==> src/rtl/if_fetch_pkg.sv <==
// rtl/if_fetch_pkg.sv - shared fetch-stage types and constants
package if_fetch_pkg;

    // Fetch-stage control states
    typedef enum logic [1:0] {
        S_BOOT  = 2'd0,
        S_FETCH = 2'd1,
        S_HOLD  = 2'd2
    } state_e;

    // Instruction presented to IF/ID when nothing valid is held
    localparam logic [31:0] NOP_INSTR = 32'h0000_0000;

    // Sequential PC increment (byte addressed, 32-bit instructions)
    localparam logic [31:0] PC_STEP = 32'd4;

endpackage

==> src/rtl/if_fetch.sv <==
// rtl/if_fetch.sv - instruction fetch stage, producer side of IF/ID
module if_fetch #(
    parameter logic [31:0] RESET_PC  = 32'h0000_0000,
    parameter logic [31:0] NOP_INSTR = if_fetch_pkg::NOP_INSTR
) (
    input  logic        clk,
    input  logic        rst,
    input  logic        PC_IFWrite,
    input  logic        branch_taken,
    input  logic [31:0] branch_target,
    output logic        imem_req,
    output logic [31:0] imem_addr,
    input  logic        imem_ack,
    input  logic [31:0] imem_rdata,
    output logic [31:0] NPC_if_o,
    output logic [31:0] Instr_if_o,
    output logic        IF_valid_o
);

    import if_fetch_pkg::*;

    state_e      state_q, state_d;
    logic [31:0] pc_q, pc_d;
    logic [31:0] redir_pc_q, redir_pc_d;
    logic        kill_q, kill_d;
    // One-cycle request bubble after an ack whose data was thrown away,
    // so the memory sees a fresh request for the redirected address.
    logic        gap_q, gap_d;
    logic [31:0] instr_q, instr_d;
    logic [31:0] npc_q, npc_d;
    logic        valid_q, valid_d;

    // State and datapath registers with synchronous reset
    always_ff @(posedge clk) begin
        if (rst) begin
            state_q    <= S_BOOT;
            pc_q       <= RESET_PC;
            redir_pc_q <= RESET_PC;
            kill_q     <= 1'b0;
            gap_q      <= 1'b0;
            instr_q    <= NOP_INSTR;
            npc_q      <= 32'h0000_0000;
            valid_q    <= 1'b0;
        end else begin
            state_q    <= state_d;
            pc_q       <= pc_d;
            redir_pc_q <= redir_pc_d;
            kill_q     <= kill_d;
            gap_q      <= gap_d;
            instr_q    <= instr_d;
            npc_q      <= npc_d;
            valid_q    <= valid_d;
        end
    end

    // Next-state logic; a redirect always wins over capture or consume
    always_comb begin
        state_d    = state_q;
        pc_d       = pc_q;
        redir_pc_d = redir_pc_q;
        kill_d     = kill_q;
        gap_d      = 1'b0;
        instr_d    = instr_q;
        npc_d      = npc_q;
        valid_d    = valid_q;

        case (state_q)
            S_BOOT: begin
                // Any ack seen here belongs to an aborted request: ignore it
                if (branch_taken) begin
                    pc_d = branch_target;
                end
                state_d = S_FETCH;
            end

            S_FETCH: begin
                if (gap_q) begin
                    // No request outstanding yet, so a redirect retargets directly
                    if (branch_taken) begin
                        pc_d = branch_target;
                    end
                end else if (imem_ack) begin
                    if (branch_taken) begin
                        pc_d   = branch_target;
                        kill_d = 1'b0;
                        gap_d  = 1'b1;
                    end else if (kill_q) begin
                        pc_d   = redir_pc_q;
                        kill_d = 1'b0;
                        gap_d  = 1'b1;
                    end else begin
                        instr_d = imem_rdata;
                        npc_d   = pc_q + PC_STEP;
                        valid_d = 1'b1;
                        state_d = S_HOLD;
                    end
                end else if (branch_taken) begin
                    // Address must stay stable until ack; remember the target
                    redir_pc_d = branch_target;
                    kill_d     = 1'b1;
                end
            end

            S_HOLD: begin
                if (branch_taken) begin
                    pc_d    = branch_target;
                    valid_d = 1'b0;
                    instr_d = NOP_INSTR;
                    state_d = S_FETCH;
                end else if (PC_IFWrite) begin
                    pc_d    = pc_q + PC_STEP;
                    valid_d = 1'b0;
                    instr_d = NOP_INSTR;
                    state_d = S_FETCH;
                end
            end

            default: begin
                state_d = S_BOOT;
            end
        endcase
    end

    // Request decoded from registered state only; no path from imem_ack
    always_comb begin
        imem_req  = (state_q == S_FETCH) && !gap_q;
        imem_addr = pc_q;
    end

    assign NPC_if_o   = npc_q;
    assign Instr_if_o = instr_q;
    assign IF_valid_o = valid_q;

endmodule

==> config.mk <==
export PLATFORM = sky130hd
export DESIGN_NAME = if_fetch
export DESIGN_NICKNAME = d
export VERILOG_FILES = /design/src/rtl/if_fetch_pkg.sv /design/src/rtl/if_fetch.sv
export SDC_FILE = /design/constraint.sdc
export NUM_CORES = 1
export LEC_CHECK = 0
export CORE_ASPECT_RATIO = 1.75
export CORE_MARGIN = 8
export CORE_UTILIZATION = 45
export DETAILED_ROUTE_END_ITERATION = 16
export MAX_ROUTING_LAYER = met4
export PLACE_DENSITY = 0.77
export SYNTH_ARGS = -nofsm -noshare
export SYNTH_HDL_FRONTEND = slang
export SYNTH_SLANG_ARGS = --single-unit
==> constraint.sdc <==
create_clock -name clk -period 2.4 [get_ports clk]
set_clock_uncertainty 0.15 [all_clocks]
set_input_delay 0.36 -clock clk [delete_from_list [all_inputs] [get_ports clk]]
set_output_delay 0.36 -clock clk [all_outputs]
set_load 0.02 [all_outputs]
==> impl_metrics.env <==
export IMPL_routedWlPerCell_um=20.1
export IMPL_dp_hpwl_um=18400
export IMPL_total_power_uw=11900
export IMPL_drive_above_1_share_pct=16.9
export IMPL_seq_area_frac_synth_pct=40.5
export IMPL_start_util_pct=45.9
export IMPL_worst_slew_pin_slew_ps=483
export IMPL_cts_max_level=4
export IMPL_syn_area_mm2=0.00657
export IMPL_ir_worst_vdd_v=0.000716
export IMPL_cts_max_path_buffers=2
export IMPL_critPathRequiredTime_ps=2600
export IMPL_track_usage_pct=26.4
export IMPL_cts_tree="yes"
export IMPL_finalHoldViolCount=0
export IMPL_drv_slew=0
export IMPL_clk_pin_slew_ps=60
export IMPL_drt_iter0_drc=607
export IMPL_vias=7231
export IMPL_drtAntennaViolNets=0
export IMPL_leakagePower_uw=0.00360
export IMPL_overflow=0
export IMPL_cp_num_buf_inv=3
export IMPL_layout_cells_non_filler=1244
export IMPL_min_to="redir_pc_q[24]"
export IMPL_yosysTopAreaCell="dfxtp_1"
export IMPL_clock_sinks=133
export IMPL_synth_nets=896
export IMPL_ys_ff_latch=133
export IMPL_fin_area_mm2=0.00976
export IMPL_drv_cap=0
export IMPL_diodes=0
export IMPL_path_delay_family="compound AO/OA/AOI/OAI gates"
export IMPL_finalSetupViolCount=0
export IMPL_synth_enable_flop_cells=0
export IMPL_area_growth_pct=48.6
export IMPL_crit_path_cell_trace="inv_2, ha_4, buf_4, buf_4, nand3b_1, a2111o_1, or3_4, a41oi_2"
export IMPL_firstDrtPassIters=6
export IMPL_critical_path_arrival_ps=2530
export IMPL_crit_top_cell="buf_4"
export IMPL_detail_route_wirelength_um=25000
export IMPL_pwr_density_cell_mw_per_mm2=1220
export IMPL_row_count=58
export IMPL_synth_commonest_cells="nand2_1, dfxtp_1, a21oi_1"
export IMPL_grt_pass1_wl_um=37900
export IMPL_core_area_mm2=0.0143
export IMPL_dp_cells=1209
export IMPL_clk_latency_ps=420
export IMPL_route_detailed_drc=0
export IMPL_synth_ff_type="dfxtp_1"
export IMPL_synth_area_leaders="dfxtp_1, nand2_1, a21oi_1"
export IMPL_cts_buffers=17
export IMPL_dieArea_mm2=0.0189
export IMPL_yosysUniqueCellTypes=72
export IMPL_synth_top_area_share_pct=40.5
export IMPL_fin_nets=1126
export IMPL_reg2reg_slack_ps=60
export IMPL_die_w_um=107
export IMPL_slowest_stage="a2111o_1"
export IMPL_antenna_found_initial=0
export IMPL_worst_path_max_fanout=8
export IMPL_max_slew_margin_rel_pct=67.8
export IMPL_fill_cells=1174
export IMPL_yosys_warnings=0
export IMPL_hold_depth=2
export IMPL_min_period_ps=2340
export IMPL_crit_path_end_kind="register"
export IMPL_syn_inst=821
export IMPL_grt_max_degree=79
export IMPL_worstSetupPathType="register to register"
export IMPL_hp_start="rst"
export IMPL_synthArstFlopShare_pct=0
export IMPL_dpl_cell_area_mm2=0.00904
export IMPL_syn_area_per_cell_um2=8.00
export IMPL_worstSetupStartpointType="register"
export IMPL_finalCritPeriodShare_pct=97.4
export IMPL_fmax_mhz=428
export IMPL_timing_rr_start="state_q[0]"
export IMPL_grt_pass1_vias=7072
export IMPL_cts_root_buf="clkbuf_16"
export IMPL_fp_dieH_um=176
export IMPL_status="completed"
export IMPL_synth_most_common_cell="nand2_1"
export IMPL_reg2reg_to="imem_addr[26]"
export IMPL_reg2reg_depth=8
export IMPL_hold_class="input port to register"
export IMPL_critical_path_max_stage_delay_ps=510
export IMPL_routabilityCongestion=0.973
export IMPL_io_pins=167
export IMPL_avgViaCountPerCell=5.81
export IMPL_numPortBuffers=166
## worst register-to-register path, stage by stage, from the launching register on
cell and delay (ps):
dfxtp_2 350, inv_2 60, ha_4 270, buf_4 120, buf_4 110, nand3b_1 90, a2111o_1 510, or3_4 410
a41oi_2 180
## state kept, by name (all words and copies together) (netlist names)
signal / count
IF_valid_o: 1
state_q: 2
imem_addr: 32
redir_pc_q: 32
kill_q: 1
gap_q: 1
Instr_if_o: 32
NPC_if_o: 32
## logic make-up (layout without fill, tap and decap cells)
kind of cell             after synthesis  in the layout  synth area share (%)
AO/OA/AOI/OAI                        238            238                  23.7
XOR/XNOR                              28             28                  3.73
adder cells (fa/ha/maj)                6              6                  1.14
buffers and inverters                 85            328                  5.73
flip-flops                           133            133                  40.5
multiplexers                          12             12                  1.87
AND/OR/NAND/NOR                      319            319                  23.3
## layout make-up
type	count	area, µm²	share of cell area (%)
clock buffers	18	429	4.40
clock inverters	14	196	2.01
inverters	18	67.6	0.692
multi-input cells	603	3610	37.0
flip-flops and latches	133	2670	27.3
well taps	180	225	2.31
repair buffers	278	2570	26.3
## stage by stage
stage | setup slack (ps) | utilization, % | hold slack (ps) | setup TNS (ps)
after floorplan | 71.4 | - | 286 | 0
after detailed placement | -211 | 63.2 | 293 | -8030
final | 61.8 | 68.3 | 123 | 0
after global routing | -12.1 | 68.3 | 140 | -19.7
after CTS | 2.24 | 67.7 | 118 | 0
after global placement | -224 | 63.2 | 287 | -6810
## per-layer routing
metal / wire length [µm] / vias up / GRT usage (%)
met4: 1170 / 0 / 15.3
met5: 0 / - / -
li1: - / 3413 / -
met2: 12900 / 363 / 45.3
met3: 1710 / 94 / 4.62
met1: 9150 / 3361 / 27.5
## placed cells by master, fill, tap and decap left out, types with 4 or more instances in the layout
master / Yosys / final
inv_6: 0 / 5
buf_4: 1 / 107
a221oi_1: 4 / 4
xor2_1: 13 / 13
a22oi_1: 12 / 12
and3_1: 4 / 4
o221ai_1: 4 / 4
clkdlybuf4s50_1: 0 / 164
a21oi_1: 93 / 93
buf_12: 0 / 4
nand2_1: 138 / 138
nand2b_1: 4 / 4
nor3_1: 11 / 9
a22o_1: 5 / 5
bufinv_16: 0 / 4
nand4_1: 7 / 7
o21ai_0: 29 / 28
inv_1: 15 / 13
a222oi_1: 4 / 4
clkbuf_16: 0 / 18
a31oi_1: 13 / 13
xnor2_1: 15 / 15
mux2i_1: 10 / 10
o2bb2ai_1: 6 / 6
nand3_1: 54 / 54
nor2_1: 65 / 65
dfxtp_1: 133 / 131
a211oi_1: 29 / 28
## worst max path at each step
stage                            start       endpoint  cells past startpoint
after floorplan           imem_addr[2]  imem_addr[14]                      6
after global placement      state_q[0]  imem_addr[31]                      9
after detailed placement    state_q[0]  imem_addr[31]                      9
after CTS                   state_q[0]   imem_addr[7]                      9
after global routing        state_q[0]  imem_addr[26]                      8
final                       state_q[0]  imem_addr[26]                      8
## repair_timing
item / 4_1_cts / 5_1_grt
pin swaps: 2 / 4
hold buffers: 0 / 0
gates cloned: 0 / 1
gates resized for setup: 7 / 16
setup endpoints to repair: 20 / 29
buffers inserted: 0 / 2
## power by group
| part | internal [µW] | switching, µW |
|---|---|---|
| Clock | 1750 | 1070 |
| Sequential | 2720 | 435 |
| Combinational | 2680 | 3290 |
Note: power is estimated with default switching activity, not from simulation.
